**src/rtl/mm_dispatch.sv**
```systemverilog
// rtl/mm_dispatch.sv - matrix-multiply instruction dispatcher; optional BUSY timeout under MM_DISPATCH_TIMEOUT_EN
module mm_dispatch #(
    parameter logic [3:0]  OPCODE_MM      = 4'h2,
    parameter logic [23:0] TIMEOUT_CYCLES = 24'hFFFFFF
) (
    input  logic         clk,
    input  logic         rstn,
    input  logic         instr_valid,
    output logic         instr_ready,
    input  logic [127:0] instr_data,
    output logic         start_valid,
    output logic [12:0]  weight_start_addr,
    output logic [10:0]  input_start_addr,
    output logic [10:0]  output_start_addr,
    output logic [7:0]   input_addr_per_feature,
    output logic [7:0]   output_addr_per_feature,
    output logic [15:0]  number_of_node,
    output logic [8:0]   bias_start_addr,
    output logic         r,
    output logic         a,
    output logic         b,
    input  logic         done,
    output logic         busy,
    output logic         cmpl_valid,
    output logic [1:0]   cmpl_status
);

    typedef enum logic [2:0] {IDLE, START, BUSY, CMPL, HALT} state_t;

    state_t      state_q, state_d;
    logic [78:0] param_q, param_d;
    logic [1:0]  status_q, status_d;
    logic        start_valid_q, start_valid_d;
    logic        cmpl_valid_q, cmpl_valid_d;
    logic        busy_q, busy_d;
    logic        instr_ready_q, instr_ready_d;
    logic        accept, instr_ok, timeout;

`ifdef MM_DISPATCH_TIMEOUT_EN
    logic [23:0] cnt_q, cnt_d;
    wire unused_hi = ^instr_data[127:83];
`else
    wire unused_hi = ^{instr_data[127:83], TIMEOUT_CYCLES};
`endif

    assign accept   = instr_valid && instr_ready_q;
    assign instr_ok = (instr_data[3:0] == OPCODE_MM) && (|instr_data[46:39])
                   && (|instr_data[54:47]) && (|instr_data[70:55]);

    always_comb begin
        state_d  = state_q;
        param_d  = param_q;
        status_d = status_q;
        timeout  = 1'b0;
`ifdef MM_DISPATCH_TIMEOUT_EN
        cnt_d    = cnt_q;
`endif
        case (state_q)
            IDLE: begin
                if (accept) begin
                    param_d = instr_data[82:4];
                    if (instr_ok) begin
                        state_d = START;
                    end else begin
                        state_d  = CMPL;
                        status_d = 2'b01;
                    end
                end
            end
            START: begin
                state_d = BUSY;
`ifdef MM_DISPATCH_TIMEOUT_EN
                cnt_d   = 24'd0;
`endif
            end
            BUSY: begin
                if (done) begin
                    state_d  = CMPL;
                    status_d = 2'b00;
                end else begin
`ifdef MM_DISPATCH_TIMEOUT_EN
                    // cnt_d counts BUSY cycles without done, including this one
                    cnt_d = cnt_q + 24'd1;
                    if (cnt_d == TIMEOUT_CYCLES) begin
                        state_d  = HALT;
                        status_d = 2'b10;
                        timeout  = 1'b1;
                    end
`endif
                end
            end
            CMPL:    state_d = IDLE;
            HALT:    state_d = HALT;
            default: state_d = IDLE;
        endcase
        start_valid_d = (state_d == START);
        cmpl_valid_d  = (state_d == CMPL) || timeout;
        busy_d        = (state_d != IDLE);
        instr_ready_d = (state_d == IDLE);
    end

    always_ff @(posedge clk or negedge rstn) begin
        if (!rstn) begin
            state_q       <= IDLE;
            param_q       <= '0;
            status_q      <= 2'b00;
            start_valid_q <= 1'b0;
            cmpl_valid_q  <= 1'b0;
            busy_q        <= 1'b0;
            instr_ready_q <= 1'b0;
`ifdef MM_DISPATCH_TIMEOUT_EN
            cnt_q         <= 24'd0;
`endif
        end else begin
            state_q       <= state_d;
            param_q       <= param_d;
            status_q      <= status_d;
            start_valid_q <= start_valid_d;
            cmpl_valid_q  <= cmpl_valid_d;
            busy_q        <= busy_d;
            instr_ready_q <= instr_ready_d;
`ifdef MM_DISPATCH_TIMEOUT_EN
            cnt_q         <= cnt_d;
`endif
        end
    end

    // param_q holds instr_data[82:4]; bit 0 here is instruction bit 4
    assign weight_start_addr       = param_q[12:0];
    assign input_start_addr        = param_q[23:13];
    assign output_start_addr       = param_q[34:24];
    assign input_addr_per_feature  = param_q[42:35];
    assign output_addr_per_feature = param_q[50:43];
    assign number_of_node          = param_q[66:51];
    assign bias_start_addr         = param_q[75:67];
    assign r                       = param_q[76];
    assign a                       = param_q[77];
    assign b                       = param_q[78];
    assign start_valid             = start_valid_q;
    assign cmpl_valid              = cmpl_valid_q;
    assign cmpl_status             = status_q;
    assign busy                    = busy_q;
    assign instr_ready             = instr_ready_q;

endmodule

```
**config.mk**
```make
export PLATFORM = sky130hd
export DESIGN_NAME = mm_dispatch
export DESIGN_NICKNAME = d
export VERILOG_FILES = /design/src/rtl/mm_dispatch.sv
export SDC_FILE = /design/constraint.sdc
export NUM_CORES = 1
export LEC_CHECK = 0
export ABC_AREA = 1
export BUFFER_PORTS_ARGS = -buffer_cell sky130_fd_sc_hd__buf_2
export CAP_MARGIN = 20
export CORE_MARGIN = 1.5
export CORE_UTILIZATION = 42
export DETAILED_ROUTE_END_ITERATION = 12
export PLACE_DENSITY = 0.79
export SYNTH_ARGS = -nofsm -noshare
export SYNTH_HDL_FRONTEND = slang
export SYNTH_SLANG_ARGS = --single-unit
```
**constraint.sdc**
```tcl
create_clock -name clk -period 1.6 [get_ports clk]
set_input_delay 0.32 -clock clk [delete_from_list [all_inputs] [get_ports clk]]
set_output_delay 0.32 -clock clk [all_outputs]
set_load 0.005 [all_outputs]
```
[After elaboration in Yosys (flattened, before gate mapping)]
Index checks and enable logic that the tools add are counted.
Cells by class
  reductions and logical operators: 13
  eq/ne operators: 9
  multiplexer cells: 8
Operators by type and width (count)
  OR reduction 16 bit: 1
  OR reduction 8 bit: 2
  case mux 3 bit (4 select lines): 1
  2-to-1 mux 2 bit: 4
  equality test 3 x 1 -> 1 bit (second input constant): 2
  equality test 3 x 2 -> 1 bit (second input constant): 2
  zero test 3 bit: 2
  2-to-1 mux 3 bit: 2
  != test 2 bit (second input constant): 3
  equality test 4 x 2 -> 1 bit (second input constant): 1
  logical AND 1 bit: 4
  case mux 2 bit (2 select lines): 1
  AND reduction 4 bit: 1
  equality test 3 bit (second input constant): 1
  nonzero test 3 bit: 1
  AND reduction 2 bit: 1
  nonzero test 2 bit: 1
Storage, ports and cells
  input bits: 132
  logic and storage cells: 37
  bits in registers: 88
  output and inout bits: 85

[Logic depth before layout (Yosys ltp)]
  depth after elaboration: 8
  depth in mapped cells: 10
  gate-level depth less buffers: 10

[Worst setup path after synthesis]
OpenSTA, ideal clock, no wires.
  kind: register to register
  start: reg state_q[1]
  end: reg param_q[35]
  buffers on the path: 2
  setup time: 116 ps
  arrival: 1296 ps
  clock period less this slack: 1412 ps
  data required time: 1484 ps
  stages on the path, launching flop included: 11
  slack: 188 ps
  cell sequence: dfrtp_1 -> nor2_2 -> inv_2 -> nor2_2 -> inv_2 -> nor2_8 -> inv_2 -> buf_4 -> buf_6 -> nand2_1 -> nand2_1
Between the ends
  word-level cells in the longest chain between the ends: 2
RTL lines
  start: declaration: RTL line 30  | state_t state_q, state_d;
  start signal: assignment: RTL line 115  | state_q <= state_d;
  zero test 3 bit: RTL line 58  | case (state_q)
  AND reduction 2 bit (no line)
  end signal: assignment: RTL line 116  | param_q <= param_d;
  end: declaration: RTL line 31  | logic [78:0] param_q, param_d;
No other way between the ends.
A chain may end at the register's enable or synchronous reset.

[Worst setup path in the final report]
  start: reg state_q[0]
  end: reg param_q[41]
Same word-level chain as after synthesis.

==> impl_summary.log <==
INFO  metric outcome = finished with violations
INFO  metric violations_in_the_final_reports = hold timing
INFO  metric r2r.worst_path.cells = 9
INFO  metric cts_hold_buf = 0
INFO  metric cp.required = 1.82 ns
INFO  metric syn-instance-count = slightly above 400
INFO  metric ys.warnings.count = 0
INFO  metric num_antenna_cells = 0
INFO  metric power.static_leakage = between 2 and 3 nW
INFO  metric synth-simple-area-share = 32.7%
INFO  metric clkLatencyLatePin = 0.34 ns
INFO  metric floorplan.die_area = a little under 9000 µm²
INFO  metric final-setup-viol-count = 0
INFO  metric num-fill-cells = about 700
INFO  metric proportion_of_layout_cells_with_a_drive_suffix_above_1 = about a third
INFO  metric globalRouteOverflowTotal = 0
INFO  metric root_buffer = sky130_fd_sc_hd__clkbuf_8
INFO  metric vias_per_cell = between 4 and 5
INFO  metric regToRegEndpoint = param_q[41]$_DFFE_PN0P_
INFO  metric number_of_synthesized_register_bits = 87
INFO  metric grt_first_pass_wirelength = about 13000 µm
INFO  metric min-delay-path-class = input pin to async pin
INFO  metric postSynthNetCount = 535
INFO  metric fraction_of_synthesized_cell_area_in_xor_and_xnor_cells = 0%
INFO  metric final-max-slew-violation-count = 0
INFO  metric first_iter_violations = approximately 150
INFO  metric tritoncts.num_buffers = 9
INFO  metric clk_pin_slew_worst_paths = approximately 0.080 ns
INFO  metric critPathCaptureType = flip-flop
INFO  metric vdd.ir_drop.worst = between 0.0009 and 0.001 V
INFO  metric tritoncts_num_sinks = between 80 and 90
INFO  metric synthesis.area = roughly 3400 µm²
INFO  metric drc = 0
INFO  metric grt_pass1_vias = between 3k and 4k
INFO  metric rows = 32
INFO  metric place_hpwl = between 5000 and 6000 µm
INFO  metric fmaxAchievable = 672 MHz
INFO  metric maximum_number_of_pins_on_one_net_before_global_route_repair = 88
INFO  metric i_o_pins = 217
INFO  metric critPathMaxFanout = 34
INFO  metric gp_congestion = approximately 0.84
INFO  metric synth_top_family_by_area = simple AND/OR/NAND/NOR gates
INFO  metric cts.path.max_buffers = 2
INFO  metric r2r_slack = 0.11 ns
INFO  metric final-seq-area = approximately 2200 µm²
INFO  metric yosys.area.top_type_share = a little under two thirds
INFO  metric worst-setup-path-type = flip-flop to flip-flop
INFO  metric nets = just over 700
INFO  metric layout_common_cells = sky130_fd_sc_hd__nand2_1, sky130_fd_sc_hd__buf_2, sky130_fd_sc_hd__dfrtp_1, sky130_fd_sc_hd__nor2_1, sky130_fd_sc_hd__clkbuf_8
INFO  metric chipHeight = 93.4 µm
INFO  metric avgRoutedWirePerCell = 12.0 µm
INFO  metric post_synth_mux_area_share = 0%
INFO  metric drt_pre_antenna_iters = 4
INFO  metric initial_core_util = between 40% and 50%
INFO  metric io_buffer_count = between 150 and 200
INFO  metric preCtsSetupSlack = 0.0417 ns
INFO  metric final_min_period = between 1 and 1.5 ns
INFO  metric htree_num_levels = 3
INFO  metric drv.max_cap_violation_count = 0
INFO  metric post-synth-top-area-cell = sky130_fd_sc_hd__dfrtp_1
INFO  metric finalHoldViolations = 2
INFO  metric area.growth.synth_to_final = 38.1%
INFO  metric timing.final.ws_setup = 0.111 ns
INFO  metric layout.cells.most_common = sky130_fd_sc_hd__nand2_1
INFO  metric count_of_distinct_cell_types_in_the_synthesized_netlist = 17
INFO  metric critical_path.startpoint_type = flip-flop
INFO  metric grt_antenna_before_repair = 0
INFO  metric grt_usage = about a fifth
INFO  metric floorplan.die.width = about 93 µm
INFO  metric finalWirelength = between 8000 and 9000 µm
INFO  metric r2r_start = state_q[0]$_DFF_PN0_
INFO  metric synthTopCellsByArea = sky130_fd_sc_hd__dfrtp_1, sky130_fd_sc_hd__nand2_1, sky130_fd_sc_hd__nor2_1
INFO  metric hold_ws = -0.00666 ns
INFO  metric cell_pwr_density = approximately 1800 nW/µm²
INFO  metric arrival = 1.71 ns
INFO  metric finClkSkew = 0.0105 ns
INFO  metric multi_input_area = around 1100 µm²
INFO  metric clock_tree_from_tritoncts = built
INFO  metric avgSynthCellArea = 8.51 µm²
INFO  metric final_min_period_over_clock_period = around 93%
INFO  metric sequential_fraction_of_the_synthesis_area = about 63%
INFO  metric drtAntennaViolNets = 0
INFO  metric synth-adder-area-share = 0%
INFO  metric synth_compound_gate_area_share = less than 1%
INFO  metric core_area = 7810 µm²
INFO  metric detailroute.via_count = 3128
==> through the flow <==
stage                     power, mW  TNS, ns  std cells  instance area, µm²  util [%]
after global routing           9.36  -0.0106        683                4740      60.7
final                          8.66        0        683                4740      60.7
after detailed placement       6.77        0        665                4410      56.5
after global placement         6.62        0        665                4410      56.5
after CTS                      8.69        0        679                4660      59.6
after floorplan                5.19        0        403                3430         -
==> layout make-up <==
cell class | instances | share of cell area (%)
Clock buffer | 10 | 2.69
Clock inverter | 4 | 2.54
Inverter | 6 | 0.475
Multi-Input combinational cell | 293 | 24.1
Sequential cell | 87 | 46.0
Tap cell | 102 | 2.69
Timing Repair Buffer | 181 | 21.5
==> repair_timing <==
| item | 4_1_cts | 5_1_grt |
|---|---|---|
| resized for setup | 0 | 5 |
| endpoints found under the setup margin | 0 | 72 |
| buffers inserted | 0 | 3 |
==> cell usage after synthesis, drive strengths merged <==
cell type / instances
dfrtp: 87
nor2: 30
nand2: 254
clkbuf: 5
a21oi: 1
conb: 1
o31ai: 1
nand3b: 1
nand3: 3
nand4: 2
inv: 6
buf: 12
==> worst max path at each step <==
stage / to / slack (ns) / depth (start not counted) / from
4_1_cts: param_q[41]$_DFFE_PN0P_ / 0.02 / 9 / state_q[1]$_DFF_PN0_
3_3_place_gp: param_q[0]$_DFFE_PN0P_ / 0.11 / 9 / state_q[1]$_DFF_PN0_
2_1_floorplan: param_q[35]$_DFFE_PN0P_ / 0.19 / 10 / state_q[1]$_DFF_PN0_
3_5_place_dp: param_q[36]$_DFFE_PN0P_ / 0.04 / 9 / state_q[1]$_DFF_PN0_
5_1_grt: param_q[0]$_DFFE_PN0P_ / -0.005 / 9 / state_q[0]$_DFF_PN0_
6_report: param_q[41]$_DFFE_PN0P_ / 0.11 / 9 / state_q[0]$_DFF_PN0_
==> power breakdown <==
| part | switching, mW | internal, mW | leakage, nW |
|---|---|---|---|
| logic | 1.52 | 1.39 | 1.61 |
| registers | 0.560 | 3.30 | 1.09 |
| clock network | 0.721 | 1.18 | 0.122 |
| total | 2.80 | 5.87 | 2.82 |
==> critical path, cell delays in order (launching register included) <==
cell                      delay (ns)
sky130_fd_sc_hd__dfrtp_1        0.43
sky130_fd_sc_hd__nor2_2         0.13
sky130_fd_sc_hd__inv_2          0.07
sky130_fd_sc_hd__nor2_4         0.11
sky130_fd_sc_hd__inv_2          0.07
sky130_fd_sc_hd__nor2_8         0.16
sky130_fd_sc_hd__inv_2          0.10
sky130_fd_sc_hd__buf_8          0.19
sky130_fd_sc_hd__nand2_1        0.07
sky130_fd_sc_hd__nand2_1        0.05
==> state kept, by name, summed over array words and instances, names as in the netlist <==
signal	flops
busy	1
cmpl_status	1
cmpl_valid	1
instr_ready	1
param_q	79
start_valid	1
state_q	3
==> layer usage <==
layer	track usage (%)	share of wire [%]	vias up
met5	0	0	-
met4	7.07	1.4	0
met3	4.96	7.7	11
met2	34.1	50	114
met1	22.2	41	1445
li1	-	-	1558
==> kinds of logic after synthesis <==
group,Yosys count
AOI/OAI and AO/OA,2
buffers and inverters,23
DFF,87
other,1
and+or+nand+nor,290
(Power assumes the default switching activity.)
